--- config.mk ---
export PLATFORM = sky130hd
export DESIGN_NAME = pu_array_sequencer
export DESIGN_NICKNAME = d
export VERILOG_FILES = /design/src/rtl/tpu_ctrl_pkg.sv /design/src/rtl/pu_skew_gen.sv /design/src/rtl/pu_array_sequencer.sv
export SDC_FILE = /design/constraint.sdc
export NUM_CORES = 1
export LEC_CHECK = 0
export BUFFER_PORTS_ARGS = -buffer_cell sky130_fd_sc_hd__buf_4
export CAP_MARGIN = 20
export CORE_MARGIN = 2
export CORE_UTILIZATION = 40
export CTS_BUF_LIST = sky130_fd_sc_hd__clkbuf_4
export DETAILED_ROUTE_END_ITERATION = 8
export GPL_TIMING_DRIVEN = 0
export PLACE_DENSITY_LB_ADDON = 0.1
export SLEW_MARGIN = 20
export SYNTH_ARGS = -nofsm -noshare
export SYNTH_HDL_FRONTEND = slang
export SYNTH_HIERARCHICAL = 1
export SYNTH_SLANG_ARGS = --single-unit
--- constraint.sdc ---
create_clock -name clk -period 4.6 [get_ports clk]
set_clock_uncertainty 0.1 [all_clocks]
set_input_delay 0.46 -clock clk [delete_from_list [all_inputs] [get_ports clk]]
set_output_delay 0.46 -clock clk [all_outputs]
set_load 0.005 [all_outputs]
--- src/rtl/tpu_ctrl_pkg.sv ---
// tpu_ctrl_pkg
// Shared types and helpers for the TPU control slice.
//   seq_state_t : sequencer FSM states
//   clamp_k     : limits a requested inner dimension to the array maximum
package tpu_ctrl_pkg;

    typedef enum logic [2:0] {
        IDLE,
        CLEAR,
        FEED,
        DRAIN,
        DONE
    } seq_state_t;

    function automatic int clamp_k(input int k_len, input int k_max);
        return (k_len > k_max) ? k_max : k_len;
    endfunction

endpackage

--- src/rtl/pu_skew_gen.sv ---
// pu_skew_gen
// Combinational decode of the per-lane operand-valid skew at the array edge.
// Lane i sees valid data for k_eff cycles starting at c = i+1: one cycle of
// buffer read latency plus i cycles of systolic skew.
// Ports:
//   c          in  CW     feed counter
//   k_eff      in  AW+1   clamped inner dimension of the running tile
//   active     in  1      feed cycle is live (FEED and not stalled)
//   lane_valid out N      per-lane valid, registered by the caller
module pu_skew_gen #(
    parameter int N  = 4,
    parameter int AW = 4,
    parameter int CW = 6
) (
    input  logic [CW-1:0] c,
    input  logic [AW:0]   k_eff,
    input  logic          active,
    output logic [N-1:0]  lane_valid
);

    for (genvar i = 0; i < N; i++) begin : g_lane
        assign lane_valid[i] = active
                            && (c >= CW'(i + 1))
                            && (c <= CW'(k_eff) + CW'(i));
    end

endmodule

--- src/rtl/pu_array_sequencer.sv ---
// pu_array_sequencer
// Runs one tile on an N x N systolic PU array: clear accumulators, stream
// k_eff operand rows with per-lane skew, then drain N result rows.
// Ports:
//   clk, reset        clock, synchronous active-high reset
//   start, k_len      command strobe and inner dimension (sampled in IDLE)
//   hold              stall request, honoured in FEED and DRAIN
//   busy, done, err   status; done/err are one-cycle pulses
//   pu_clear, pu_en   PU accumulator clear and enable
//   rd_en, rd_addr    operand buffer read strobe and row address
//   lane_valid        per-lane skewed operand valid
//   out_valid,out_row result row drain strobe and row index
// All outputs are registered; they are decoded from the next state and
// next counter values so they line up with the state they describe.
module pu_array_sequencer
    import tpu_ctrl_pkg::*;
#(
    parameter int DATA_WIDTH = 8,
    parameter int N          = 4,
    parameter int K_MAX      = 16,
    parameter int AW         = $clog2(K_MAX)
) (
    input  logic                 clk,
    input  logic                 reset,
    input  logic                 start,
    input  logic [AW:0]          k_len,
    input  logic                 hold,
    output logic                 busy,
    output logic                 done,
    output logic                 err,
    output logic                 pu_clear,
    output logic                 pu_en,
    output logic                 rd_en,
    output logic [AW-1:0]        rd_addr,
    output logic [N-1:0]         lane_valid,
    output logic                 out_valid,
    output logic [$clog2(N)-1:0] out_row
);

    localparam int RW = $clog2(N);
    // Feed counter reaches k_eff+N-1 at most; one spare bit keeps the
    // skew compare (i + k_eff) from wrapping.
    localparam int CW = $clog2(K_MAX + N) + 1;

    if (N < 2 || DATA_WIDTH < 1 || K_MAX != (1 << AW)) begin : g_bad_param
        $error("pu_array_sequencer: illegal parameter set");
    end

    seq_state_t    state, state_d;
    logic [CW-1:0] c, c_d;
    logic [RW-1:0] r, r_d;
    logic [AW:0]   k_eff, k_eff_d;
    logic          stall_d;
    logic          err_d;
    logic          feed_act;
    logic          rd_en_d;
    logic          out_valid_d;
    logic [N-1:0]  lane_d;
    logic [CW-1:0] c_last;

    assign c_last = CW'(k_eff) + CW'(N - 1);

    always_ff @(posedge clk) begin
        if (reset) begin
            state <= IDLE;
            c     <= '0;
            r     <= '0;
            k_eff <= '0;
        end else begin
            state <= state_d;
            c     <= c_d;
            r     <= r_d;
            k_eff <= k_eff_d;
        end
    end

    // A held cycle keeps the current position and only gates the strobes,
    // so the next unstalled cycle advances from the last executed step.
    always_comb begin
        state_d = state;
        c_d     = c;
        r_d     = r;
        k_eff_d = k_eff;
        stall_d = 1'b0;
        err_d   = 1'b0;
        case (state)
            IDLE: begin
                if (start) begin
                    if (k_len != '0) begin
                        state_d = CLEAR;
                        k_eff_d = (AW + 1)'(clamp_k(int'(k_len), K_MAX));
                        c_d     = '0;
                        r_d     = '0;
                    end else begin
                        err_d = 1'b1;
                    end
                end
            end
            CLEAR: begin
                state_d = FEED;
                c_d     = '0;
            end
            FEED: begin
                if (hold) begin
                    stall_d = 1'b1;
                end else if (c == c_last) begin
                    state_d = DRAIN;
                    r_d     = '0;
                end else begin
                    c_d = c + CW'(1);
                end
            end
            DRAIN: begin
                if (hold) begin
                    stall_d = 1'b1;
                end else if (r == RW'(N - 1)) begin
                    state_d = DONE;
                end else begin
                    r_d = r + RW'(1);
                end
            end
            DONE: begin
                state_d = IDLE;
            end
            default: begin
                state_d = IDLE;
            end
        endcase
    end

    assign feed_act    = (state_d == FEED) && !stall_d;
    assign rd_en_d     = feed_act && (c_d < CW'(k_eff_d));
    assign out_valid_d = (state_d == DRAIN) && !stall_d;

    pu_skew_gen #(
        .N  (N),
        .AW (AW),
        .CW (CW)
    ) u_skew (
        .c          (c_d),
        .k_eff      (k_eff_d),
        .active     (feed_act),
        .lane_valid (lane_d)
    );

    always_ff @(posedge clk) begin
        if (reset) begin
            busy       <= 1'b0;
            done       <= 1'b0;
            err        <= 1'b0;
            pu_clear   <= 1'b0;
            pu_en      <= 1'b0;
            rd_en      <= 1'b0;
            rd_addr    <= '0;
            lane_valid <= '0;
            out_valid  <= 1'b0;
            out_row    <= '0;
        end else begin
            busy       <= (state_d != IDLE);
            done       <= (state_d == DONE);
            err        <= err_d;
            pu_clear   <= (state_d == CLEAR);
            pu_en      <= feed_act;
            rd_en      <= rd_en_d;
            lane_valid <= lane_d;
            out_valid  <= out_valid_d;
            // Address and row index hold their last value when not strobed.
            if (rd_en_d) begin
                rd_addr <= c_d[AW-1:0];
            end
            if (out_valid_d) begin
                out_row <= r_d;
            end
        end
    end

endmodule

# [Word-level counts from Yosys, hierarchy flattened]
# Cells that the tools add are included.
[word_totals] ff_bits=33 romBits=0 ram_bits=0 elab_cells=84 out_inout_bits=17 input_bits=9 latchBits=0 memories=0
[op_classes] n_div=0 add_sub_neg=6 reduce_logical=17 mux=26 n_mul=0 n_lt_le_gt_ge=10 eq_ne=9 n_shift=0 bitwise=2
[ops] operator="6-bit two-way mux" n=4
[ops] operator="5-bit two-way mux" n=4
[ops] operator="5-bit by 2-bit adder with 6-bit output (second input constant)" n=3
[ops] operator="6-bit less-or-equal comparator" n=3
[ops] operator="3-bit two-way mux" n=6
[ops] operator="6-bit one-hot mux with 3 select lines" n=1
[ops] operator="3-bit by 2-bit == test with 1-bit output (second input constant)" n=4
[ops] operator="6-bit by 2-bit greater-or-equal comparator with 1-bit output (second input constant)" n=2
[ops] operator="2-bit two-way mux" n=6
[ops] operator="3-bit one-hot mux with 4 select lines" n=1
[ops] operator="1-bit logical AND" n=11
[ops] operator="5-bit by 1-bit adder with 6-bit output (second input constant)" n=1
[ops] operator="6-bit by 1-bit adder with 6-bit output (second input constant)" n=1
[ops] operator="3-bit by 1-bit == test with 1-bit output (second input constant)" n=2
[ops] operator="6-bit == test" n=1
[ops] operator="6-bit by 1-bit greater-or-equal comparator with 1-bit output (second input constant)" n=1
[ops] operator="6-bit by 3-bit greater-or-equal comparator with 1-bit output (second input constant)" n=1
[ops] operator="6-bit by 5-bit less-or-equal comparator with 1-bit output" n=1
[ops] operator="6-bit by 5-bit less-than comparator with 1-bit output" n=1
[ops] operator="2-bit one-hot mux with 3 select lines" n=1
[ops] operator="5-bit greater-than comparator (second input constant)" n=1
[ops] operator="5-bit nonzero test" n=1
[ops] operator="3-bit == test (second input constant)" n=1
[ops] operator="3-bit logical NOT" n=1
[ops] operator="8 further kinds" n=11

# [Longest topological paths before layout]
[logic_depth] word_depth=9 depth_mapped=16 depth_no_buf=15

# [Hierarchy]
# The synthesis kept the hierarchy.
[modules_own_cells] mod="pu_array_sequencer" area_each_um2=1684.1 seq_area_each_um2=660.6 n_inst=1 cells_each=190
[modules_own_cells] mod="pu_skew_gen" area_each_um2=713.2 seq_area_each_um2=0.0 n_inst=1 cells_each=88

# [Worst setup path before layout]
# OpenSTA, ideal clock, no wires.
[synth_timing] kind="reg-to-reg" startpoint="reg k_eff[0]" endpoint="reg rd_addr[0]" path_buffers=0 t_arrival_ps=3569 setup_ps=121 synth_period_minus_slack_ps=3790 stages_incl_launch_ff=11 path_slack_ps=810 cell_sequence="dfxtp_1 inv_1 ha_1 a211o_1 a31o_2 a21o_2 o41ai_1 ha_1 a211o_1 nor4_4 mux2_2"
[synth_lines] element="start: declaration" line="pu_array_sequencer.sv:52" source="logic [AW:0] k_eff, k_eff_d;"
[synth_lines] element="start signal: assignment" line="pu_array_sequencer.sv:73" source="k_eff <= k_eff_d;"
[synth_lines] element="5-bit by 2-bit adder with 6-bit output" line="pu_array_sequencer.sv:61" source="assign c_last = CW'(k_eff) + CW'(N - 1);"
[synth_lines] element="6-bit == test" line="pu_array_sequencer.sv:106" source="end else if (c == c_last) begin"
[synth_lines] element="6-bit two-way mux" line="pu_array_sequencer.sv:106"
[synth_lines] element="6-bit two-way mux" line="pu_array_sequencer.sv:104" source="if (hold) begin"
[synth_lines] element="6-bit one-hot mux with 3 select lines" line="pu_array_sequencer.sv:86" source="case (state)"
[synth_lines] element="via c_d[4]" line="pu_array_sequencer.sv:50" source="logic [CW-1:0] c, c_d;"
[synth_lines] element="6-bit by 5-bit less-than comparator with 1-bit output" line="pu_array_sequencer.sv:132" source="assign rd_en_d = feed_act && (c_d < CW'(k_eff_d));"
[synth_lines] element="1-bit logical AND" line="pu_array_sequencer.sv:132"
[synth_lines] element="end signal: assignment" line="pu_array_sequencer.sv:169" source="rd_addr <= c_d[AW-1:0];"
[synth_lines] element="end: declaration" line="pu_array_sequencer.sv:34" source="output logic [AW-1:0] rd_addr,"
# The timed path passes the listed nets, and every way through them passes these cells.
# A chain may end at the register's enable or synchronous reset.

# [Final worst setup path]
[layout_timing] startpoint="reg k_eff[0]" endpoint="reg rd_addr[2]"
# The elaborated chain is that of the path after synthesis.

==> out/results.ini <==
[run_status]
status=finished clean

[power_and_ir_drop]
peakVddDrop_v=0.000209
power_density_nw_per_um2=244
p_leak_nw=1.19

[sta]
hold_viol=0
worstMarginPinSlew_ps=720
slew_headroom_pct=51.6
slew_violations=0
rsz0062_at_grt=false
setup_tns_ps=0
final.period_utilization_pct=85.8
hold-worst-slack_ps=224
setup_viol=0
period_minus_slack_ps=3950
fmax_mhz=253

[detailed_routing]
drt_iter0_drc=134
remaining_drc_errors=0
num_vias=2059
wl_per_cell_um=14.5
routed_wl_mm=5.62
via_per_inst=5.32
antenna_left=0
dr.pass1.iters=4

[layout]
antenna_cells=0
regArea_um2=661
finish.net_count=351
stdcell_count=387
multi_input_area_um2=1630
final_area_um2=2770
num-fill-cells=607
drive_gt1_share_pct=16.7
finish.utilization_pct=47.4
area_growth_pct=15.7

[synth]
syn_avg_cell_area_um2=8.62
synthCells=278
post-synth-top-area-fraction_pct=27.6
syn-num-nets=318
synthTopCellsByArea=dfxtp_1 (28%), ha_1 (16%), nor2b_1 (5.2%), a21oi_1 (4.4%), xnor2_1 (4.4%)
async_flop_share_pct=0
yosys.area.top_type=dfxtp_1
synth.top_cells.by_count=dfxtp_1 (33), ha_1 (31), inv_1 (22)
syn-cell-area_um2=2400
ys_warn_count=6
synth_cell_types=48
synth_most_common_cell=dfxtp_1
synth_edf_count=0
synth_flop_cell=dfxtp_1
seq_area_frac_synth_pct=27.6
ys_seq_elements=33

[floorplanning]
die_w_um=81.4
num_rows=28
initial_core_util_pct=41.0
die_y_um=81.4
io-pin-count=26
dieArea_um2=6630
core_um2=5850

[clock_tree]
clock-sinks=33
cts_buffers=5
clk_path_buf_depth=2
root_buffer=clkbuf_4
hold_buffers=0
insertion_delay_ps=330
cts_tree=yes
postCtsSetupRepairBufs=0
ctsResizeCount=0
clkTransAtPathRegs_ps=100
cts_max_level=2

[placement]
io_buffers=25
dp_hpwl_mm=4.34
dp_cells=379
placed_area_um2=2690
gp_congestion=0.835

[setup_path]
critPathKind=reg2reg
reg2reg_from=k_eff[0]
worstPathRequired_ps=4730
start_kind=flip-flop
reg2reg_depth=13
worstPathMaxFanout=6
cp-startpoint=k_eff[0]
r2r_slack_ps=650
cp.arrival_ps=4080
critPathCaptureType=flip-flop

[flow_run]
max-cap-violations=0

[global_routing]
grt_overflow_total=0
grt_pass1_vias=1970
grt_pass1_wl_mm=9.45
grt_max_degree=11
antenna_found_initial=0
track_usage_pct=18.6

[hold_path]
min_path_type=in2reg
whs_path_depth=2
worstHoldStart=reset

## flip-flops by register name, indices dropped and copies added (netlist names)
| name | flops |
|---|---|
| rd_en | 1 |
| c | 6 |
| done | 1 |
| pu_clear | 1 |
| lane_valid | 4 |
| state | 3 |
| k_eff | 5 |
| rd_addr | 4 |
| out_row | 2 |
| r | 2 |
| pu_en | 1 |
| err | 1 |
| busy | 1 |
| out_valid | 1 |
## final timing paths
path | endpoint
min reg2reg | rd_addr[1]
min | c[0]
max reg2reg | rd_addr[2]
max | rd_addr[2]
## metal layers
layer  track usage, %  routed length, um  vias up
met5                0                  0        -
met4             3.56                 23        0
met3             3.52                239        2
met2             28.3               2450       32
met1             27.5               2910      959
li1                 -                  -     1066
## worst max-delay path, stage by stage (launching register included)
cell,delay (ps)
dfxtp_1,420
inv_1,70
ha_1,230
a211o_1,230
a31o_2,230
a21o_2,260
and3_1,180
a21oi_1,160
nand3_1,350
ha_1,430
a21o_1,160
a211o_1,320
nor4_4,310
mux2_2,390
## logic make-up after synthesis
logic type	count (synthesis)	share of synthesized area, %
multiplexers	6	2.66
flip-flops	33	27.6
AO/OA/AOI/OAI	65	20.1
XOR/XNOR	14	5.11
buffers and inverters	30	4.70
adder cells (fa/ha/maj)	31	16.2
AND/OR/NAND/NOR	99	23.6
## final cells by class
cell class | count | area share [%]
inverter | 24 | 3.25
tap | 75 | 3.38
clock buffer | 6 | 1.62
timing repair buffer | 26 | 7.04
multi-input combinational | 215 | 58.8
buffer | 6 | 0.812
clock inverter | 2 | 1.22
sequential | 33 | 23.8
## report_power, final
| part | internal (mW) | switching [mW] | total, mW |
|---|---|---|---|
| registers | 0.293 | 0.00688 | 0.300 |
| clock network | 0.119 | 0.0972 | 0.216 |
| logic | 0.0645 | 0.0961 | 0.161 |
## placed cells by master (no fill, tap or decap), drive strengths merged, types with 2 or more instances in the layout
cell type,netlist,routed
dfxtp,33,33
ha,31,31
buf,0,26
inv,24,24
a21oi,21,21
nor2b,20,20
nor2,15,15
nand3,15,15
nand2,14,14
xnor2,12,12
clkbuf,6,12
nor4,8,8
o21ai,8,8
nor3,7,7
a22oi,7,7
nand2b,5,5
a31oi,5,5
nand3b,4,4
nand4,4,4
a21o,4,4
a211oi,4,4
mux2,3,3
mux2i,3,3
xor2,2,2
a211o,2,2
or3,2,2
o21a,2,2
o21bai,2,2
o221ai,2,2
o31ai,2,2
o41ai,2,2
## through the flow
stage          worst slack, ps  power, mW
2_1_floorplan              810      0.423
3_3_place_gp              68.3      0.466
3_5_place_dp               362      0.467
4_1_cts                    356      0.688
5_1_grt                    426      0.720
6_report                   654      0.677
Power figures use the tool's default switching activity.
